**config.mk**
```make
export PLATFORM = sky130hd
export DESIGN_NAME = dmem_arbiter_flat
export DESIGN_NICKNAME = d
export VERILOG_FILES = /design/src/rtl/dmem_arb_pkg.sv /design/src/rtl/dmem_arbiter_if.sv /design/src/rtl/dmem_arb_pick.sv /design/src/rtl/dmem_arbiter.sv /design/src/flat_wrapper.sv
export SDC_FILE = /design/constraint.sdc
export NUM_CORES = 1
export LEC_CHECK = 0
export BUFFER_PORTS_ARGS = -buffer_cell sky130_fd_sc_hd__buf_4
export CAP_MARGIN = 10
export CORE_AREA = 8 8 115 117
export DETAILED_ROUTE_END_ITERATION = 12
export DIE_AREA = 0 0 123 125
export MAX_ROUTING_LAYER = met4
export PLACE_DENSITY = 0.83
export SKIP_LAST_GASP = 1
export SYNTH_ARGS = -nofsm -noshare
export SYNTH_HDL_FRONTEND = slang
export SYNTH_HIERARCHICAL = 1
export SYNTH_SLANG_ARGS = --single-unit
```
**constraint.sdc**
```tcl
create_clock -name clk -period 1.76 [get_ports clk]
set_input_delay 0.176 -clock clk [delete_from_list [all_inputs] [get_ports clk]]
set_output_delay 0.176 -clock clk [all_outputs]
set_load 0.005 [all_outputs]
```
**src/rtl/dmem_arb_pkg.sv**
```systemverilog
// dmem_arb_pkg: shared types and constants for the data-memory arbiter.
package dmem_arb_pkg;

  // RAM-port activity: IDLE = nothing driven this cycle, ISSUE = access on mem_*.
  typedef enum logic {
    IDLE  = 1'b0,
    ISSUE = 1'b1
  } state_t;

  // Identifies which master owns a grant or an outstanding read.
  typedef enum logic {
    PORT0 = 1'b0,
    PORT1 = 1'b1
  } owner_t;

  // All-ones byte enable; wide enough for any DW, sliced to DW/8 where used.
  localparam logic [127:0] BE_ALL = '1;

endpackage

```
**src/rtl/dmem_arbiter_if.sv**
```systemverilog
// dmem_arbiter_if: one master's request/response bus towards the data-memory arbiter.
// The master modport issues requests, the slave modport (arbiter side) answers with
// gnt, rvalid and rdata.
interface dmem_arbiter_if #(
  parameter int AW = 32,
  parameter int DW = 32
);
  logic            req;
  logic            we;
  logic [DW/8-1:0] be;
  logic [AW-1:0]   addr;
  logic [DW-1:0]   wdata;
  logic            gnt;
  logic            rvalid;
  logic [DW-1:0]   rdata;

  modport master (
    output req, we, be, addr, wdata,
    input  gnt, rvalid, rdata
  );

  modport slave (
    input  req, we, be, addr, wdata,
    output gnt, rvalid, rdata
  );
endinterface

```
**src/rtl/dmem_arb_pick.sv**
```systemverilog
// dmem_arb_pick: combinational winner select between the two eligible requesters.
// Build option DMEM_ARB_RR_EN: when defined, contention goes to the port that did
// not win last (pointer input present); when undefined, port 0 always wins.
module dmem_arb_pick
  import dmem_arb_pkg::*;
(
  input  logic [1:0] elig,
`ifdef DMEM_ARB_RR_EN
  input  owner_t     last,
`endif
  output logic       any,
  output owner_t     winner
);

  // Single requester wins outright; contention resolved by priority or pointer.
  always_comb begin
    any    = |elig;
    winner = PORT0;
    if (elig[0] && elig[1]) begin
`ifdef DMEM_ARB_RR_EN
      winner = (last == PORT0) ? PORT1 : PORT0;
`else
      winner = PORT0;
`endif
    end else if (elig[1]) begin
      winner = PORT1;
    end
  end

endmodule

```
**src/rtl/dmem_arbiter.sv**
```systemverilog
// dmem_arbiter: shares one single-port data block RAM between the CPU load/store
// port (m0) and a second bus master (m1). The winning request is registered onto
// mem_*, the owner gets a one-cycle gnt, and a read returns rvalid one cycle later.
// Build option DMEM_ARB_RR_EN selects round-robin contention instead of fixed
// priority (port 0 wins).
module dmem_arbiter
  import dmem_arb_pkg::*;
#(
  parameter int AW = 32,
  parameter int DW = 32
) (
  input  logic            clk,
  input  logic            resetn,
  dmem_arbiter_if.slave   m0,
  dmem_arbiter_if.slave   m1,
  output logic [AW-1:0]   mem_addr,
  output logic [DW/8-1:0] mem_be,
  output logic            mem_we,
  output logic [DW-1:0]   mem_wdata,
  input  logic [DW-1:0]   mem_rdata
);

  localparam int BW = DW / 8;

  state_t          state_reg;
  logic [1:0]      gnt_reg;
  logic [1:0]      rvalid_reg;
  logic [AW-1:0]   mem_addr_reg;
  logic [BW-1:0]   mem_be_reg;
  logic            mem_we_reg;
  logic [DW-1:0]   mem_wdata_reg;
  logic            rd_pending_reg;
  owner_t          rd_owner_reg;
`ifdef DMEM_ARB_RR_EN
  owner_t          last_reg;
`endif

  logic [1:0]      elig;
  logic            any;
  owner_t          winner;
  logic            win_we;
  logic [BW-1:0]   win_be;
  logic [AW-1:0]   win_addr;
  logic [DW-1:0]   win_wdata;

  // A master whose gnt is high this cycle is still showing the request just
  // accepted, so it is not eligible again until gnt drops.
  assign elig = {m1.req & ~gnt_reg[1], m0.req & ~gnt_reg[0]};

  dmem_arb_pick u_pick (
    .elig   (elig),
`ifdef DMEM_ARB_RR_EN
    .last   (last_reg),
`endif
    .any    (any),
    .winner (winner)
  );

  // Route the winning master's request fields towards the RAM-port registers.
  always_comb begin
    win_we    = m0.we;
    win_be    = m0.be;
    win_addr  = m0.addr;
    win_wdata = m0.wdata;
    if (winner == PORT1) begin
      win_we    = m1.we;
      win_be    = m1.be;
      win_addr  = m1.addr;
      win_wdata = m1.wdata;
    end
  end

  // Arbiter FSM: register the winner onto the RAM port, pulse gnt, and turn a
  // read issued last cycle into an rvalid pulse for its owner.
  always_ff @(posedge clk or negedge resetn) begin
    if (!resetn) begin
      state_reg      <= IDLE;
      gnt_reg        <= '0;
      rvalid_reg     <= '0;
      mem_addr_reg   <= '0;
      mem_be_reg     <= '0;
      mem_we_reg     <= 1'b0;
      mem_wdata_reg  <= '0;
      rd_pending_reg <= 1'b0;
      rd_owner_reg   <= PORT0;
`ifdef DMEM_ARB_RR_EN
      last_reg       <= PORT0;
`endif
    end else begin
      // The RAM has sampled the read address by this edge; its data is valid now.
      rvalid_reg[0]  <= rd_pending_reg && (state_reg == ISSUE) && (rd_owner_reg == PORT0);
      rvalid_reg[1]  <= rd_pending_reg && (state_reg == ISSUE) && (rd_owner_reg == PORT1);
      gnt_reg[0]     <= any && (winner == PORT0);
      gnt_reg[1]     <= any && (winner == PORT1);
      rd_pending_reg <= 1'b0;
      if (any) begin
        state_reg     <= ISSUE;
        mem_addr_reg  <= win_addr;
        mem_we_reg    <= win_we;
        mem_be_reg    <= win_we ? win_be : BE_ALL[BW-1:0];
        mem_wdata_reg <= win_wdata;
        if (!win_we) begin
          rd_pending_reg <= 1'b1;
          rd_owner_reg   <= winner;
        end
`ifdef DMEM_ARB_RR_EN
        last_reg      <= winner;
`endif
      end else begin
        state_reg  <= IDLE;
        mem_we_reg <= 1'b0;
      end
    end
  end

  assign mem_addr  = mem_addr_reg;
  assign mem_be    = mem_be_reg;
  assign mem_we    = mem_we_reg;
  assign mem_wdata = mem_wdata_reg;

  assign m0.gnt    = gnt_reg[0];
  assign m1.gnt    = gnt_reg[1];
  assign m0.rvalid = rvalid_reg[0];
  assign m1.rvalid = rvalid_reg[1];
  // Both masters see the RAM output; only the owner's rvalid qualifies it.
  assign m0.rdata  = mem_rdata;
  assign m1.rdata  = mem_rdata;

endmodule

```
**src/flat_wrapper.sv**
```systemverilog
// flat-port wrapper written by rule: the top's interface ports become plain ports
module dmem_arbiter_flat import dmem_arb_pkg::*;
#(
  parameter int AW = 32,
  parameter int DW = 32
)
  (clk, resetn, mem_addr, mem_be, mem_we, mem_wdata, mem_rdata, m0_req, m0_we, m0_be, m0_addr, m0_wdata, m0_gnt, m0_rvalid, m0_rdata, m1_req, m1_we, m1_be, m1_addr, m1_wdata, m1_gnt, m1_rvalid, m1_rdata);
  dmem_arbiter_if #(.AW(AW), .DW(DW)) m0_i ();
  dmem_arbiter_if #(.AW(AW), .DW(DW)) m1_i ();
  input  logic clk;
  input  logic resetn;
  output logic [AW-1:0] mem_addr;
  output logic [DW/8-1:0] mem_be;
  output logic mem_we;
  output logic [DW-1:0] mem_wdata;
  input  logic [DW-1:0] mem_rdata;
  input wire logic [$bits(m0_i.req)-1:0] m0_req;
  input wire logic [$bits(m0_i.we)-1:0] m0_we;
  input wire logic [$bits(m0_i.be)-1:0] m0_be;
  input wire logic [$bits(m0_i.addr)-1:0] m0_addr;
  input wire logic [$bits(m0_i.wdata)-1:0] m0_wdata;
  output wire logic [$bits(m0_i.gnt)-1:0] m0_gnt;
  output wire logic [$bits(m0_i.rvalid)-1:0] m0_rvalid;
  output wire logic [$bits(m0_i.rdata)-1:0] m0_rdata;
  input wire logic [$bits(m1_i.req)-1:0] m1_req;
  input wire logic [$bits(m1_i.we)-1:0] m1_we;
  input wire logic [$bits(m1_i.be)-1:0] m1_be;
  input wire logic [$bits(m1_i.addr)-1:0] m1_addr;
  input wire logic [$bits(m1_i.wdata)-1:0] m1_wdata;
  output wire logic [$bits(m1_i.gnt)-1:0] m1_gnt;
  output wire logic [$bits(m1_i.rvalid)-1:0] m1_rvalid;
  output wire logic [$bits(m1_i.rdata)-1:0] m1_rdata;
  assign m0_i.req = m0_req;
  assign m0_i.we = m0_we;
  assign m0_i.be = m0_be;
  assign m0_i.addr = m0_addr;
  assign m0_i.wdata = m0_wdata;
  assign m0_gnt = m0_i.gnt;
  assign m0_rvalid = m0_i.rvalid;
  assign m0_rdata = m0_i.rdata;
  assign m1_i.req = m1_req;
  assign m1_i.we = m1_we;
  assign m1_i.be = m1_be;
  assign m1_i.addr = m1_addr;
  assign m1_i.wdata = m1_wdata;
  assign m1_gnt = m1_i.gnt;
  assign m1_rvalid = m1_i.rvalid;
  assign m1_rdata = m1_i.rdata;
  dmem_arbiter #(.AW(AW), .DW(DW)) u_core (.clk(clk), .resetn(resetn), .m0(m0_i), .m1(m1_i), .mem_addr(mem_addr), .mem_be(mem_be), .mem_we(mem_we), .mem_wdata(mem_wdata), .mem_rdata(mem_rdata));
endmodule
```
---- Word-level counts from Yosys, hierarchy flattened ----
Index checks and enable logic that the tools add are counted.
storage, ports and cells
  memories kept ........................... 0
  bits of input ports ..................... 174
  register bits after elaboration ......... 76
  memory bits (read-only) ................. 0
  bits in latches ......................... 0
  output and inout bits ................... 137
  bits in writable memories ............... 0
operators by class
  bitwise logic cells ..................... 7
  reductions and logical operators ........ 8
  add/sub/neg operators ................... 0
  equality and inequality tests ........... 0
  $lt $le $gt $ge ......................... 0
  mux-type cells .......................... 11
  shift-type cells ........................ 0
  div/mod/pow operators ................... 0
  multiply operators ...................... 0
operators with widths
  kind                 count
  32-bit two-way mux   2
  4-bit two-way mux    2
  1-bit two-way mux    7
  1-bit logical AND    6
  1-bit NOT            5
  1-bit AND            2
  2-bit AND reduction  1
  2-bit OR reduction   1

---- Logic depth before layout (Yosys ltp) ----
  word-level depth ........................ 7
  gate-level depth with buffers ........... 7
  gate-level depth less buffers ........... 5

---- By module ----
The synthesis kept the hierarchy.
by module, submodules not included
  module         seq. area each (µm²)  area an instance (µm²)  cells each  instances
  dmem_arbiter   1901.8                3921.3                  380         1
  dmem_arb_pick  0.0                   12.5                    2           1

---- Worst setup path before layout ----
No wires, ideal clock.
  path type ............................... register to register
  start ................................... register u_core.gnt_reg[1]
  end ..................................... register u_core.mem_addr_reg[10], in the netlist u_core/mem_addr[10]
  setup time .............................. 0.137 ns
  data arrival time ....................... 1.272 ns
  required time ........................... 1.623 ns
  stages on the path, launching flop included .. 8
  buffers on the path ..................... 3
  path slack .............................. 0.351 ns
  cell sequence ........................... dfrtp_1 nor2b_1 nor2b_1 buf_4 buf_12 buf_8 mux2i_1 a21oi_1
between the ends
  word-level cells in the longest chain between the ends .. 5
  elaborated cells on any way between the ends .. 7
  those cells by class .................... 3 x mux; 2 x bitwise; 2 x reduce/logical
ends and longest elaborated chain
  item                                                    line                                      RTL
  start, declared                                         dmem_arbiter.sv:26                        logic [1:0] gnt_reg;
  start signal, assigned                                  dmem_arbiter.sv:94                        gnt_reg[1] <= any && (winner == PORT1);
  1-bit NOT (*)                                           dmem_arbiter.sv:48                        assign elig = {m1.req & ~gnt_reg[1], m0.req & ~gnt_reg[0]};
  1-bit AND (*)                                           dmem_arbiter.sv:48
  via u_core.elig[1]                                      dmem_arbiter.sv:38                        logic [1:0] elig;
  1-bit two-way mux or 1-bit logical AND (tied branches)  dmem_arb_pick.sv:25, dmem_arb_pick.sv:19
  1-bit two-way mux (*)                                   dmem_arb_pick.sv:19                       if (elig[0] && elig[1]) begin
  via u_core.winner                                       dmem_arbiter.sv:40                        owner_t winner;
  32-bit two-way mux (*)                                  dmem_arbiter.sv:65                        if (winner == PORT1) begin
  end signal, assigned                                    dmem_arbiter.sv:98                        mem_addr_reg <= win_addr;
  end, declared                                           dmem_arbiter.sv:28                        logic [AW-1:0] mem_addr_reg;
The timed path passes the listed nets; every way through them passes the cells marked *.
A chain may end at the register's enable or synchronous reset.

---- Worst setup path after layout ----
  start ................................... register u_core.gnt_reg[1]
  end ..................................... register u_core.mem_addr_reg[24], in the netlist u_core/mem_addr[24]
The elaborated chain is that of the path after synthesis.

==> metrics.md <==
| Metric | Value |
|---|---|
| Clk sink count | 76 |
| DRC | 0 |
| Min setup slack post-route | between 0.15 and 0.2 ns |
| DP HPWL | 9.38 mm |
| Critical Path Start | u_core/gnt_reg[1]$_DFF_PN0_ |
| Num rows | 40 |
| Sequential fraction of the synthesis area | 0.483 |
| Endpoints failing hold | 0 |
| Syn nets | 556 |
| Dominant cell by count in the synthesized netlist | dfrtp_1 |
| Total GRT Usage | 0.156 |
| Synthesis-to-layout area growth | 39.0% |
| Initial drt markers | just over 90 |
| Post-synthesis register bit count | 76 |
| Synth top area cells | dfrtp_1 (48%), mux2i_1 (17%), buf_4 (13%) |
| Die area | 0.0154 mm^2 |
| IO Count | between 300 and 400 |
| Worst path required time | around 2.0 ns |
| Minimum clock period | roughly 1.6 ns |
| Routed wire length | between 10 and 15 mm |
| Initial antenna violation count | 1 |
| Number of global-route vias before repair | about 3.6k |
| Cell taking the most area after synthesis | dfrtp_1 |
| Longest Clk Path Bufs | 2 |
| P_leak | about 2.6 nW |
| Worst-Skew Late Latency | between 0.3 and 0.4 ns |
| Ys flop type | dfrtp_1 |
| Most frequent cells after synthesis | dfrtp_1 (76), buf_4 (68), a21oi_1 (66), nor2_1 (66), mux2i_1 (65) |
| Die height | around 130 um |
| Core Region | roughly 0.012 mm^2 |
| WL/cell | 17.6 um |
| Synth Instances | approximately 380 |
| Post-route ant nets | 0 |
| Worst path arrival time | 1.77 ns |
| Die X | between 100 and 150 um |
| Startpoint types | register |
| Clock skew | between 0.005 and 0.006 ns |
| Ratio of cells with drive above 1 in the final layout | 0.461 |
| Max-slew headroom | 0.706 |
| Buffers on Ports | ~210 |
| TritonCTS clock tree | built |
| Critical path class | reg2reg |
| Final setup viols | 0 |
| Number of max-cap violations | 0 |
| Slew @ Worst Pin | about 0.44 ns |
| Synthesized area per cell | between 10 and 15 um^2 |
| FMAX | 0.632 GHz |
| IR drop worst, VDD | 0.458 mV |
| Setup WS pre-CTS | about 0.16 ns |
| Mapped Area | slightly below 0.004 mm^2 |
| Cell variety after synth | 20 |
| Largest net degree at the start of global routing | 90 |
| Min-delay src | m0_be[1] |
| Gp weighted congestion | roughly 0.75 |
| Post-synthesis async set-or-reset flop share | 1.00 |
| PD cells | between 1000 and 1500 mW/mm^2 |
| Setup TNS Final | 0 ns |
| DR vias | ~3.2k |
| CP max FO | 37 |
| Global route overflow | 0 |
| Hold Path Class | in2reg |
| First-pass GRT wire length | 18.2 mm |
| Final Net Count | between 700 and 800 |
| Status | finished, final reports clean |
| Worst R2R Start | u_core/gnt_reg[1]$_DFF_PN0_ |
| Period utilization | 0.899 |
| Yosys top cell area share | 0.483 |
| H-Tree Depth | 3 |
| Reg clk slew, reported paths | 0.05 ns |
| RSZ-0062 raised after global routing | false |
| Crit end category | register |
| Post-synth EDFFs | 0 |
| Vias per inst | about 4.7 |
| Hold slack | ~0.12 ns |
| Drt pass-1 iters | 4 |
| TritonCTS Buffers | 9 |
| Slew Viols, Final | 0 |
| Yosys warning total | 6 |
| CTS root buf | clkbuf_16 |
| Initial Utilization | 0.339 |
| Post-CTS Setup Bufs | 0 |
-- cells by family (layout without fill, tap and decap cells) --
logic type / after synthesis / after routing / synth area share
compound gates: 70 / 70 / 0.0954
buf+inv: 88 / 237 / 0.167
flops: 76 / 76 / 0.483
mux: 65 / 65 / 0.165
other cells: 0 / 1 / 0
simple gates: 83 / 83 / 0.0884
-- placed cells by master, fill, tap and decap left out, drive strengths merged --
master,count
a21oi,66
and2,2
and3,1
buf,220
clkbuf,11
clkinv,2
clkinvlp,2
dfrtp,76
diode,1
dlygate4sd3,1
inv,1
mux2i,65
nand2,2
nand2b,1
nand3,1
nor2,66
nor2b,5
o221a,4
or2,5
-- report_power, final --
group          total (mW)  switching [mW]  internal, mW
Combinational        1.56           0.674         0.888
Sequential           2.27           0.193          2.08
Clock                1.70           0.681          1.02
Total                5.53            1.55          3.98
-- final cells by class --
cell class                      count  area, um^2
Inverter                            1        3.75
Fill cell                        1079        6140
Antenna cell                        1        2.50
Clock buffer                       11         253
Sequential cell                    76        1900
Tap cell                          147         184
Multi-Input combinational cell    218        1380
Clock inverter                      4        25.0
Timing Repair Buffer              221        1720
-- path summary, 6_finish.rpt --
check,slack [ns],end,depth (start not counted)
setup / recovery,0.18,u_core/mem_addr[24]$_DFFE_PN0P_,5
max in group asynchronous,0.83,u_core/mem_addr[14]$_DFFE_PN0P_,3
hold / removal,0.12,u_core/mem_be[1]$_DFFE_PN0P_,2
setup reg to reg,0.18,u_core/mem_addr[24]$_DFFE_PN0P_,5
hold reg to reg,0.47,u_core/rvalid_reg[0]$_DFF_PN0_,1
min in group asynchronous,0.33,u_core/mem_addr[31]$_DFFE_PN0P_,2
-- metrics by stage --
stage | instance area, um^2 | instances | power (mW) | util
finish | 5470 | 679 | 5.53 | 0.471
global placement | 5170 | 662 | 3.81 | 0.446
floorplan | 3930 | 382 | 3.05 | -
CTS | 5460 | 678 | 5.62 | 0.470
global route | 5470 | 679 | 5.83 | 0.471
detailed placement | 5170 | 662 | 3.88 | 0.446
-- worst max-delay path, stage by stage, from the launching register on --
cell and delay [ns]:
dfrtp_1 0.37, nor2b_1 0.16, nor2b_4 0.26, buf_12 0.29, mux2i_1 0.26, a21oi_1 0.09
-- routing by layer --
metal  GRT usage  vias to the layer above  part of all wire
met4      0.0730                        0             0.031
met2       0.274                      140              0.54
met3      0.0585                       39             0.089
met1       0.146                     1493              0.34
met5           -                        -                 0
li1            -                     1515                 -
-- repair_timing --
| item | in CTS | in global routing |
|---|---|---|
| gates resized for setup | 0 | 1 |
| endpoints found under the hold margin | 32 | 0 |
| hold buffers | 1 | 0 |
| endpoints found under the setup margin | 0 | 2 |
Power figures use the tool's default switching activity.
